<file path="src/rtl/bist_resp_compactor_pkg.sv">
// Shared definitions for the scan-BIST response path: FSM states, MISR defaults and the
// MISR step function also used by the TPG-side checker.
package bist_resp_compactor_pkg;

  localparam int unsigned DefaultMisrW = 16;
  localparam logic [31:0] DefaultPoly  = 32'h0000_002D;

  typedef enum logic [2:0] {
    StIdle,
    StLoad,
    StCapture,
    StUnload,
    StDone
  } bist_state_e;

  // Galois MISR step on a right-aligned value of up to 32 bits; result masked to width.
  function automatic logic [31:0] misr_step(input logic [31:0] sig,
                                            input logic [31:0] poly,
                                            input logic [31:0] din,
                                            input int unsigned width);
    logic [31:0] mask;
    logic [4:0]  msb;
    logic        fb;
    mask = (width >= 32) ? '1 : ((32'd1 << width) - 32'd1);
    msb  = 5'(width - 1);
    fb   = sig[msb];
    return ((sig << 1) ^ (fb ? poly : 32'd0) ^ din) & mask;
  endfunction

endpackage

</file>
<file path="src/rtl/bist_resp_compactor_if.sv">
// Handshake/data bundle between the BIST sequencer side (master) and the compactor (slave).
interface bist_resp_compactor_if #(
  parameter int unsigned NChains   = 7,
  parameter int unsigned MisrW     = 16,
  parameter int unsigned NPatterns = 1000
);
  localparam int unsigned PatCntW = $clog2(NPatterns + 1);

  logic                bist_en;
  logic [NChains-1:0]  so_chain;
  logic                scan_en;
  logic                tpg_en;
  logic [MisrW-1:0]    misr_sig;
  logic [PatCntW-1:0]  pat_cnt;
  logic                bist_done;
  logic                bist_pass;

  modport master (
    output bist_en, so_chain,
    input  scan_en, tpg_en, misr_sig, pat_cnt, bist_done, bist_pass
  );

  modport slave (
    input  bist_en, so_chain,
    output scan_en, tpg_en, misr_sig, pat_cnt, bist_done, bist_pass
  );
endinterface

</file>
<file path="src/rtl/bist_resp_compactor_misr.sv">
// Multiple-input signature register: init loads the seed, en compacts din into the signature.
module bist_misr
  import bist_resp_compactor_pkg::*;
#(
  parameter int unsigned      NChains = 7,
  parameter int unsigned      MisrW   = DefaultMisrW,
  parameter logic [MisrW-1:0] Poly    = MisrW'(DefaultPoly),
  parameter logic [MisrW-1:0] Seed    = '0
) (
  input  logic               clk_i,
  input  logic               rst_ni,
  input  logic               en_i,
  input  logic               init_i,
  input  logic [NChains-1:0] din_i,
  output logic [MisrW-1:0]   sig_o
);

  logic [MisrW-1:0] sig_q, sig_d;

  always_comb begin
    sig_d = sig_q;
    if (init_i) begin
      sig_d = Seed;
    end else if (en_i) begin
      sig_d = MisrW'(misr_step(32'(sig_q), 32'(Poly), 32'(din_i), MisrW));
    end
  end

  always_ff @(posedge clk_i or negedge rst_ni) begin
    if (!rst_ni) begin
      sig_q <= Seed;
    end else begin
      sig_q <= sig_d;
    end
  end

  assign sig_o = sig_q;

endmodule

</file>
<file path="src/rtl/bist_resp_compactor.sv">
// Scan-BIST response stage: sequences load/capture/unload, drives scan_en/tpg_en and
// compacts scan-out data into a MISR, checking the final signature against a golden value.
module bist_resp_compactor
  import bist_resp_compactor_pkg::*;
#(
  parameter int unsigned      NChains   = 7,
  parameter int unsigned      ChainLen  = 33,
  parameter int unsigned      NPatterns = 1000,
  parameter int unsigned      MisrW     = DefaultMisrW,
  parameter logic [MisrW-1:0] Poly      = MisrW'(DefaultPoly),
  parameter logic [MisrW-1:0] Seed      = '0,
  parameter logic [MisrW-1:0] Golden    = '0
) (
  input  logic                  CK,
  input  logic                  COMP_reset_n,
  bist_resp_compactor_if.slave  bus
);

  localparam int unsigned        PatCntW   = $clog2(NPatterns + 1);
  localparam int unsigned        ShiftW    = (ChainLen > 1) ? $clog2(ChainLen) : 1;
  localparam logic [ShiftW-1:0]  ShiftLast = ShiftW'(ChainLen - 1);
  localparam logic [PatCntW-1:0] PatMax    = PatCntW'(NPatterns);

  bist_state_e        state_q, state_d;
  logic [ShiftW-1:0]  shift_cnt_q, shift_cnt_d;
  logic [PatCntW-1:0] pat_cnt_q, pat_cnt_d;
  logic               pass_q, pass_d;
  logic               misr_en, misr_init, shift_last;
  logic [MisrW-1:0]   misr_sig, misr_next;

  // Signature after the current cycle's compaction; sampled on the edge entering DONE.
  assign misr_next  = MisrW'(misr_step(32'(misr_sig), 32'(Poly), 32'(bus.so_chain), MisrW));
  assign shift_last = (shift_cnt_q == ShiftLast);

  always_comb begin
    state_d     = state_q;
    shift_cnt_d = shift_cnt_q + ShiftW'(1);
    pat_cnt_d   = pat_cnt_q;
    pass_d      = pass_q;
    misr_en     = 1'b0;
    misr_init   = 1'b0;

    unique case (state_q)
      StIdle: begin
        misr_init   = 1'b1;
        pat_cnt_d   = '0;
        shift_cnt_d = '0;
        pass_d      = 1'b0;
        if (bus.bist_en) state_d = StLoad;
      end
      StLoad: begin
        // The first load shifts out uninitialised flops, so it is never compacted.
        misr_en = (pat_cnt_q != '0);
        if (shift_last) begin
          pat_cnt_d = (pat_cnt_q == PatMax) ? pat_cnt_q : pat_cnt_q + PatCntW'(1);
          state_d   = StCapture;
        end
      end
      StCapture: begin
        state_d = (pat_cnt_q < PatMax) ? StLoad : StUnload;
      end
      StUnload: begin
        misr_en = 1'b1;
        if (shift_last) begin
          state_d = StDone;
          pass_d  = (misr_next == Golden);
        end
      end
      StDone: begin
        if (!bus.bist_en) state_d = StIdle;
      end
      default: state_d = StIdle;
    endcase

    if (!bus.bist_en && (state_q inside {StLoad, StCapture, StUnload})) begin
      state_d = StIdle;
      misr_en = 1'b0;
      pass_d  = 1'b0;
    end

    if (shift_last || (state_d != state_q)) shift_cnt_d = '0;
  end

  always_ff @(posedge CK or negedge COMP_reset_n) begin
    if (!COMP_reset_n) begin
      state_q     <= StIdle;
      shift_cnt_q <= '0;
      pat_cnt_q   <= '0;
      pass_q      <= 1'b0;
    end else begin
      state_q     <= state_d;
      shift_cnt_q <= shift_cnt_d;
      pat_cnt_q   <= pat_cnt_d;
      pass_q      <= pass_d;
    end
  end

  bist_misr #(
    .NChains (NChains),
    .MisrW   (MisrW),
    .Poly    (Poly),
    .Seed    (Seed)
  ) u_misr (
    .clk_i  (CK),
    .rst_ni (COMP_reset_n),
    .en_i   (misr_en),
    .init_i (misr_init),
    .din_i  (bus.so_chain),
    .sig_o  (misr_sig)
  );

  assign bus.scan_en   = (state_q == StLoad) || (state_q == StUnload);
  assign bus.tpg_en    = (state_q == StLoad);
  assign bus.bist_done = (state_q == StDone);
  assign bus.bist_pass = pass_q && (state_q == StDone);
  assign bus.pat_cnt   = pat_cnt_q;
  assign bus.misr_sig  = misr_sig;

endmodule

</file>
<file path="src/flat_wrapper.sv">
// flat-port wrapper written by rule: the top's interface ports become plain ports
module bist_resp_compactor_flat import bist_resp_compactor_pkg::*;
#(
  parameter int unsigned      NChains   = 7,
  parameter int unsigned      ChainLen  = 33,
  parameter int unsigned      NPatterns = 1000,
  parameter int unsigned      MisrW     = DefaultMisrW,
  parameter logic [MisrW-1:0] Poly      = MisrW'(DefaultPoly),
  parameter logic [MisrW-1:0] Seed      = '0,
  parameter logic [MisrW-1:0] Golden    = '0
)
  (CK, COMP_reset_n, bus_bist_en, bus_so_chain, bus_scan_en, bus_tpg_en, bus_misr_sig, bus_pat_cnt, bus_bist_done, bus_bist_pass);
  bist_resp_compactor_if #(.NChains(NChains), .MisrW(MisrW), .NPatterns(NPatterns)) bus_i ();
  input  logic CK;
  input  logic COMP_reset_n;
  input wire logic [$bits(bus_i.bist_en)-1:0] bus_bist_en;
  input wire logic [$bits(bus_i.so_chain)-1:0] bus_so_chain;
  output wire logic [$bits(bus_i.scan_en)-1:0] bus_scan_en;
  output wire logic [$bits(bus_i.tpg_en)-1:0] bus_tpg_en;
  output wire logic [$bits(bus_i.misr_sig)-1:0] bus_misr_sig;
  output wire logic [$bits(bus_i.pat_cnt)-1:0] bus_pat_cnt;
  output wire logic [$bits(bus_i.bist_done)-1:0] bus_bist_done;
  output wire logic [$bits(bus_i.bist_pass)-1:0] bus_bist_pass;
  assign bus_i.bist_en = bus_bist_en;
  assign bus_i.so_chain = bus_so_chain;
  assign bus_scan_en = bus_i.scan_en;
  assign bus_tpg_en = bus_i.tpg_en;
  assign bus_misr_sig = bus_i.misr_sig;
  assign bus_pat_cnt = bus_i.pat_cnt;
  assign bus_bist_done = bus_i.bist_done;
  assign bus_bist_pass = bus_i.bist_pass;
  bist_resp_compactor #(.NChains(NChains), .ChainLen(ChainLen), .NPatterns(NPatterns), .MisrW(MisrW), .Poly(Poly), .Seed(Seed), .Golden(Golden)) u_core (.CK(CK), .COMP_reset_n(COMP_reset_n), .bus(bus_i));
endmodule
</file>
<file path="config.mk">
export PLATFORM = sky130hd
export DESIGN_NAME = bist_resp_compactor_flat
export DESIGN_NICKNAME = d
export VERILOG_FILES = /design/src/rtl/bist_resp_compactor_pkg.sv /design/src/rtl/bist_resp_compactor_if.sv /design/src/rtl/bist_resp_compactor_misr.sv /design/src/rtl/bist_resp_compactor.sv /design/src/flat_wrapper.sv
export SDC_FILE = /design/constraint.sdc
export NUM_CORES = 1
export LEC_CHECK = 0
export CAP_MARGIN = 10
export CORE_MARGIN = 8
export CORE_UTILIZATION = 46
export DETAILED_ROUTE_END_ITERATION = 7
export GPL_ROUTABILITY_DRIVEN = 0
export GPL_TIMING_DRIVEN = 0
export MAX_ROUTING_LAYER = met4
export PLACE_DENSITY = 0.79
export SLEW_MARGIN = 20
export SYNTH_ARGS = -nofsm -noshare
export SYNTH_HDL_FRONTEND = slang
export SYNTH_HIERARCHICAL = 1
export SYNTH_SLANG_ARGS = --single-unit
</file>
<file path="constraint.sdc">
create_clock -name CK -period 1.77 [get_ports CK]
set_input_delay 0.4425 -clock CK [delete_from_list [all_inputs] [get_ports CK]]
set_output_delay 0.4425 -clock CK [all_outputs]
set_load 0.005 [all_outputs]
</file>
==> results of run 1 <==
placed cells by master, fill, tap and decap left out, drive strengths merged, types with 2 or more instances in the layout:
| cell type | n |
|---|---|
| nand3 | 9 |
| nand4 | 6 |
| nand2b | 4 |
| nor3b | 5 |
| dfrtp | 36 |
| nor2b | 4 |
| o221ai | 2 |
| and2 | 4 |
| clkbuf | 10 |
| nor3 | 4 |
| a41oi | 3 |
| xnor2 | 12 |
| and3 | 5 |
| nor2 | 27 |
| nor4 | 5 |
| nand2 | 9 |
| inv | 6 |
| o21ai | 6 |
| o21a | 4 |
| xor2 | 8 |
| ha | 4 |
| mux2i | 11 |
| a211oi | 4 |
| clkdlybuf4s50 | 33 |
| or3 | 4 |
| nor4b | 2 |
| a21oi | 3 |
| buf | 31 |
path summary, 6_finish.rpt:
kind	startpoint	endpoint	slack, ns
max	u_core/shift_cnt_q[1]	u_core/bus.pat_cnt[8]	-0.08
min	COMP_reset_n	u_core/bus.pat_cnt[3]	0.10
max reg2reg	u_core/shift_cnt_q[1]	u_core/bus.pat_cnt[8]	-0.08
min reg2reg	u_core/pass_q	u_core/pass_q	0.53
max in group asynchronous	COMP_reset_n	u_core/state_q[2]	1.20
min in group CK	u_core/pass_q	u_core/pass_q	0.53
power groups by stage:
| stage | logic (mW) | registers (mW) | clock network [mW] |
|---|---|---|---|
| floorplan | 0.0554 | 0.844 | 0 |
| global placement | 0.113 | 0.844 | 0 |
| detailed placement | 0.122 | 0.844 | 0 |
| CTS | 0.136 | 0.827 | 0.728 |
| global route | 0.166 | 0.827 | 0.758 |
| finish | 0.153 | 0.827 | 0.714 |
cell families (layout without fill, tap and decap cells):
logic type	count (synthesis)	after routing	synth area share [%]
compound gates	27	27	9.10
xor+xnor	21	21	9.71
fa+ha+maj	4	4	2.44
buf+inv	15	84	3.60
flops	36	36	44.0
mux	11	11	5.38
simple gates	92	92	25.8
area by class of cell:
cell class | count | area [sq um] | share of cell area [%]
tap | 52 | 65.1 | 2.23
timing repair buffer | 61 | 558 | 19.1
multi-input combinational | 155 | 1160 | 39.8
inverter | 6 | 27.5 | 0.943
sequential | 36 | 907 | 31.1
buffer | 9 | 91.3 | 3.13
clock inverter | 2 | 35.0 | 1.20
clock buffer | 6 | 72.6 | 2.49
registers in the layout, summed over array words and instances (netlist names):
| name | flops |
|---|---|
| u_core/pass_q | 1 |
| u_core/shift_cnt_q | 6 |
| u_core/bus.pat_cnt | 10 |
| u_core/state_q | 3 |
| u_core/u_misr/sig_o | 16 |
worst max-delay path: stages, from the launching register on:
cell and delay, ns:
sky130_fd_sc_hd__dfrtp_1 0.39, sky130_fd_sc_hd__inv_1 0.06, sky130_fd_sc_hd__ha_2 0.17, sky130_fd_sc_hd__or3b_4 0.40, sky130_fd_sc_hd__or3_4 0.36, sky130_fd_sc_hd__o21a_1 0.18
sky130_fd_sc_hd__o21a_1 0.18
per-layer routing:
layer,routed length [um],track usage (%),up-vias
met1,2350,19.6,899
met2,2690,27.1,42
met3,219,4.00,7
met5,0,-,-
met4,45,5.00,0
li1,-,-,866
repair_timing:
| item | in CTS | in global routing |
|---|---|---|
| hold buffers | 0 | 0 |
| resized for setup | 24 | 33 |
| pin swaps | 6 | 11 |
| setup endpoints to repair | 27 | 25 |
| buffers inserted | 12 | 9 |
metrics by stage:
stage / setup TNS (ns) / hold slack [ns]
floorplan: 0 / 0.147
global placement: -24.97 / 0.482
detailed placement: -4.96 / 0.427
CTS: -0.0625 / 0.118
global route: -0.349 / 0.133
finish: -0.0789 / 0.102
==> reports/qor.tcl, run 1 <==
set qor(status) {finished with violations}
set qor(violations) {negative setup slack}
set qor(syn-num-nets) 220
set qor(clock_sink_count) 36
set qor(share_of_the_clock_period_used_by_the_worst_path_pct) 104
set qor(max-clock-path-buffers) 2
set qor(post_synth_main_area_contributors) {sky130_fd_sc_hd__dfrtp_1 (44%), sky130_fd_sc_hd__mux2i_1 (5.4%), sky130_fd_sc_hd__xnor2_1 (5.1%)}
set qor(sw_pwr_mw) 0.375
set qor(synth_commonest_cells) {sky130_fd_sc_hd__dfrtp_1 (36), sky130_fd_sc_hd__nor2_1 (27), sky130_fd_sc_hd__xnor2_1 (12), sky130_fd_sc_hd__mux2i_1 (11), sky130_fd_sc_hd__nand3_1 (9)}
set qor(synth-seq-area-share_pct) 44.0
set qor(grt_pass1_vias) 1835
set qor(ys_warn_count) 6
set qor(route.detailed.vias_per_inst) 5.55
set qor(postRouteWirelength_um) 5300
set qor(tritoncts.num_buffers) 5
set qor(dp_worst_setup_slack_ns) -0.336
set qor(num-nets-final) 288
set qor(max_clock_freq_ghz) 0.541
set qor(drcViolationCount) 0
set qor(fin_crit_ns) 1.85
set qor(p_comb_share_pct) 9.0
set qor(rows) 24
set qor(cts_root_buffer) {sky130_fd_sc_hd__clkbuf_8}
set qor(floorplan.io_pins) 40
set qor(post-route-worst-setup-slack_ns) -0.0789
set qor(synthMostInstantiatedCell) {sky130_fd_sc_hd__dfrtp_1}
set qor(internal-power_mw) 1.32
set qor(crit_path_end_kind) {flop}
set qor(timing.final.hold_violations) 0
set qor(placed_cell_area_sq_mm) 0.00253
set qor(synth_top_cell_area_share_pct) 44.0
set qor(ys_async_sr_fraction_pct) 100
set qor(fp.coreArea_sq_mm) 0.00432
set qor(die_area_sq_mm) 0.00684
set qor(grt_max_degree) 20
set qor(reg2regPathDepth) 6
set qor(data_arrival_time_of_the_worst_path_ns) 2.03
set qor(synth_top_area_cell) {sky130_fd_sc_hd__dfrtp_1}
set qor(filler_cell_count) 334
set qor(instances_no_fill) 327
set qor(synth-main-ff-cell) {sky130_fd_sc_hd__dfrtp_1}
set qor(max_slew_margin_pct) 68.2
set qor(fin_worst_skew_ns) 0.00566
set qor(synthesis.area_per_instance_sq_um) 9.94
set qor(floorplan.initialDensity_pct) 47.4
set qor(initial_antenna_violation_count) 0
set qor(dp.final_hpwl_um) 3470
set qor(required_time_worst_endpoint_ns) 1.95
set qor(finalCoreUtilization_pct) 67.5
set qor(synth_area_sq_mm) 0.00205
set qor(port_buffers) 39
set qor(criticalPathCategory) {flop to flop}
set qor(ant_nets) 0
set qor(ys_seq_elements) 36
set qor(drt-pass1-iter-count) 4
set qor(yosysUniqueCellTypes) 42
set qor(worst_slew_pin_slew_ns) 0.475
set qor(sequentialPowerShare_pct) 48.8
set qor(clkLatencyLatePin_ns) 0.29
set qor(synth_edf_count) 0
set qor(share_of_total_power_in_the_clock_network_pct) 42.2
set qor(netSwitchingFraction_pct) 22.1
set qor(path_clk_slew_ns) 0.08
set qor(maximum_vdd_ir_drop_uv) 344
set qor(finalSetupViolCount) 1
set qor(leakage_nw) 1.21
set qor(synthToLayoutAreaGrowth_pct) 42.5
set qor(drt_first_iter_violations) 90
set qor(ctsHtreeMaxLevel) 2
set qor(crit_fanout) 4
set qor(cts_tree) {yes}
set qor(antenna_cells) 0
set qor(detailroute.via_count) 1814
set qor(die_width_um) 82.7
set qor(drv_slew) 0
set qor(grt_overflow) 0
set qor(maxCapViolCount) 0
set qor(grt_first_pass_wirelength_um) 8560
set qor(post_route_cells_drive_above_1_share_pct) 24.7
set qor(synthCells) 206
set qor(hold_class) {input pin to async pin}
set qor(drt-wirelength-per-cell_um) 16.2
set qor(post-route-cell-area_sq_mm) 0.00292
set qor(die_y_um) 82.7
set qor(numPlacedInstances) 298
set qor(critical_path.startpoint_type) {flop}
set qor(p_total_mw) 1.69
set qor(grt.total_usage_pct) 16.5
set qor(grt_setup_unrepaired) {true}
set qor(p_per_area_mw_per_mm2) 580
Note: power is estimated with default switching activity, not from simulation.
==> run 2: changes to the inputs <==
- CELL_PAD_IN_SITES_DETAIL_PLACEMENT: unset -> 1
- CELL_PAD_IN_SITES_GLOBAL_PLACEMENT: unset -> 2
- CORE_UTILIZATION: 46 -> 29
- PLACE_DENSITY: 0.79 -> 0.8
==> run 2 against run 1 <==
Against the previous run:
- the run still ends with negative setup slack left
- hold slack improved by 0.0057 ns
- global-route usage is 4.1 points lower
- first-iteration DRC count down 50%
- combinational power barely moved
==> reports/qor.tcl, run 2 (synthesized netlist as in run 1, its figures left out) <==
set qor(drv_slew) 0
set qor(worst_slew_pin_slew_ns) 0.519
set qor(drt_first_iter_violations) 45
set qor(critical_path.startpoint_type) {flop}
set qor(met3_wirelength_um) 254
set qor(p_total_mw) 1.71
set qor(final_common_cell) {sky130_fd_sc_hd__clkdlybuf4s50_1}
set qor(fp.coreArea_sq_mm) 0.00683
set qor(p_per_area_mw_per_mm2) 568
set qor(fin_worst_skew_ns) 0.00212
set qor(largest_register_ffs) 16
set qor(grt_pass1_vias) 1942
set qor(fin_crit_ns) 1.83
set qor(violations) {negative setup slack}
set qor(rows) 30
set qor(hold_class) {input pin to async pin}
set qor(maximum_vdd_ir_drop_uv) 265
set qor(timing.final.hold_violations) 0
set qor(num-nets-final) 291
set qor(topRoutingLayerUsed) {met4}
set qor(ant_nets) 0
set qor(clkLatencyLatePin_ns) 0.29
set qor(crit_fanout) 4
set qor(max_clock_freq_ghz) 0.548
set qor(status) {finished with violations}
set qor(drcViolationCount) 0
set qor(finalSetupViolCount) 2
set qor(post_route_cells_drive_above_1_share_pct) 27.0
set qor(initial_antenna_violation_count) 0
set qor(sequentialPowerShare_pct) 48.3
set qor(max_slew_margin_pct) 65.2
set qor(antenna_cells) 0
set qor(crit_path_end_kind) {flop}
set qor(internal-power_mw) 1.32
set qor(dp.final_hpwl_um) 4030
set qor(grt_setup_unrepaired) {true}
set qor(synthToLayoutAreaGrowth_pct) 47.0
set qor(tritoncts.num_buffers) 5
set qor(data_arrival_time_of_the_worst_path_ns) 2.01
set qor(most-common-layout-cells) {sky130_fd_sc_hd__clkdlybuf4s50_1 (32), sky130_fd_sc_hd__dfrtp_1 (28), sky130_fd_sc_hd__nor2_1 (26)}
set qor(share_of_total_power_in_the_clock_network_pct) 42.8
set qor(share_of_the_clock_period_used_by_the_worst_path_pct) 103
set qor(dp_worst_setup_slack_ns) -0.418
set qor(met1Wirelength_um) 2620
set qor(die_area_sq_mm) 0.0100
set qor(die_y_um) 100
set qor(detailroute.via_count) 1784
set qor(fin_tns_setup_ns) -0.0606
set qor(routed-wl-met2_um) 2920
set qor(netSwitchingFraction_pct) 23.1
set qor(cts_root_buffer) {sky130_fd_sc_hd__clkbuf_8}
set qor(grt_overflow) 0
set qor(sw_pwr_mw) 0.395
set qor(floorplan.initialDensity_pct) 30.0
set qor(clock_sink_count) 36
set qor(route.detailed.vias_per_inst) 4.77
set qor(leakage_nw) 1.25
set qor(postRouteWirelength_um) 5850
set qor(cts_tree) {yes}
set qor(path_clk_slew_ns) 0.08
set qor(required_time_worst_endpoint_ns) 1.95
set qor(drt-wirelength-per-cell_um) 15.6
set qor(grt_max_degree) 20
set qor(maxCapViolCount) 0
set qor(criticalPathCategory) {flop to flop}
set qor(floorplan.io_pins) 40
set qor(die_width_um) 100
set qor(post-route-worst-setup-slack_ns) -0.0562
set qor(port_buffers) 39
set qor(ctsHtreeMaxLevel) 2
set qor(max-clock-path-buffers) 2
set qor(grt_first_pass_wirelength_um) 9810
set qor(p_comb_share_pct) 8.9
set qor(drt-pass1-iter-count) 4
set qor(grt.total_usage_pct) 12.5
set qor(holdBufCountCts) 0
==> run 2: cell types whose count changed in the layout (fill, tap and decap cells not counted), sizes merged <==
cell / change
buf: +6
clkdlybuf4s50: -1
dlygate4sd2: -1
clkinvlp: +1
dlymetal6s2s: +1
clkbuf: -4
clkdlybuf4s15: +1
==> run 2: layout make-up <==
| class | instances | area, sq um |
|---|---|---|
| Fill cell | 795 | 3820 |
| Multi-Input combinational cell | 155 | 1160 |
| Sequential cell | 36 | 911 |
| Timing Repair Buffer | 64 | 601 |
| Tap cell | 96 | 120 |
| Buffer | 9 | 80.1 |
| Clock buffer | 5 | 68.8 |
| Clock inverter | 3 | 42.5 |
| Inverter | 6 | 27.5 |
==> run 2: repair_timing <==
item / in CTS / in global routing
setup endpoints to repair: 29 / 31
setup buffers: 19 / 5
gates resized for setup: 31 / 31
pin swaps: 5 / 6
==> run 2: path summary, 6_finish.rpt <==
kind	start	end	slack, ns	depth (start not counted)
setup / recovery	u_core/shift_cnt_q[1]	u_core/bus.pat_cnt[8]	-0.06	6
hold / removal	COMP_reset_n	u_core/u_misr/sig_o[3]	0.11	1
setup reg to reg	u_core/shift_cnt_q[1]	u_core/bus.pat_cnt[8]	-0.06	6
hold reg to reg	u_core/shift_cnt_q[0]	u_core/shift_cnt_q[0]	0.55	2
max in group asynchronous	COMP_reset_n	u_core/bus.pat_cnt[4]	1.18	2
min in group CK	u_core/shift_cnt_q[0]	u_core/shift_cnt_q[0]	0.55	2
==> run 2: worst max-delay path: stages, from the launching register on <==
cell and delay, ns:
sky130_fd_sc_hd__dfrtp_1 0.39, sky130_fd_sc_hd__inv_1 0.06, sky130_fd_sc_hd__ha_2 0.16, sky130_fd_sc_hd__or3b_4 0.40
sky130_fd_sc_hd__or3_4 0.35, sky130_fd_sc_hd__o21a_1 0.18, sky130_fd_sc_hd__o21a_1 0.18
==> run 2: stage by stage <==
stage | hold WS (ns) | std cells | area (sq um) | utilization [%]
detailed placement | 0.431 | 342 | 2580 | 37.8
CTS | 0.116 | 369 | 2890 | 42.3
global route | 0.133 | 374 | 3010 | 44.1
floorplan | 0.147 | 206 | 2050 | -
global placement | 0.485 | 341 | 2560 | 37.5
finish | 0.108 | 374 | 3010 | 44.1
==> run 2: power groups by stage <==
stage	registers, mW	logic, mW	clock network [mW]
4_1_cts	0.827	0.141	0.754
2_1_floorplan	0.844	0.0554	0
3_3_place_gp	0.844	0.118	0
6_report	0.827	0.152	0.733
3_5_place_dp	0.844	0.126	0
5_1_grt	0.827	0.168	0.789
==> run 2: routing by layer <==
metal  vias up  GRT usage [%]
li1        867              -
met1       878           15.2
met2        33           19.7
met3         6           3.32
met4         0           3.84
met5         -              -
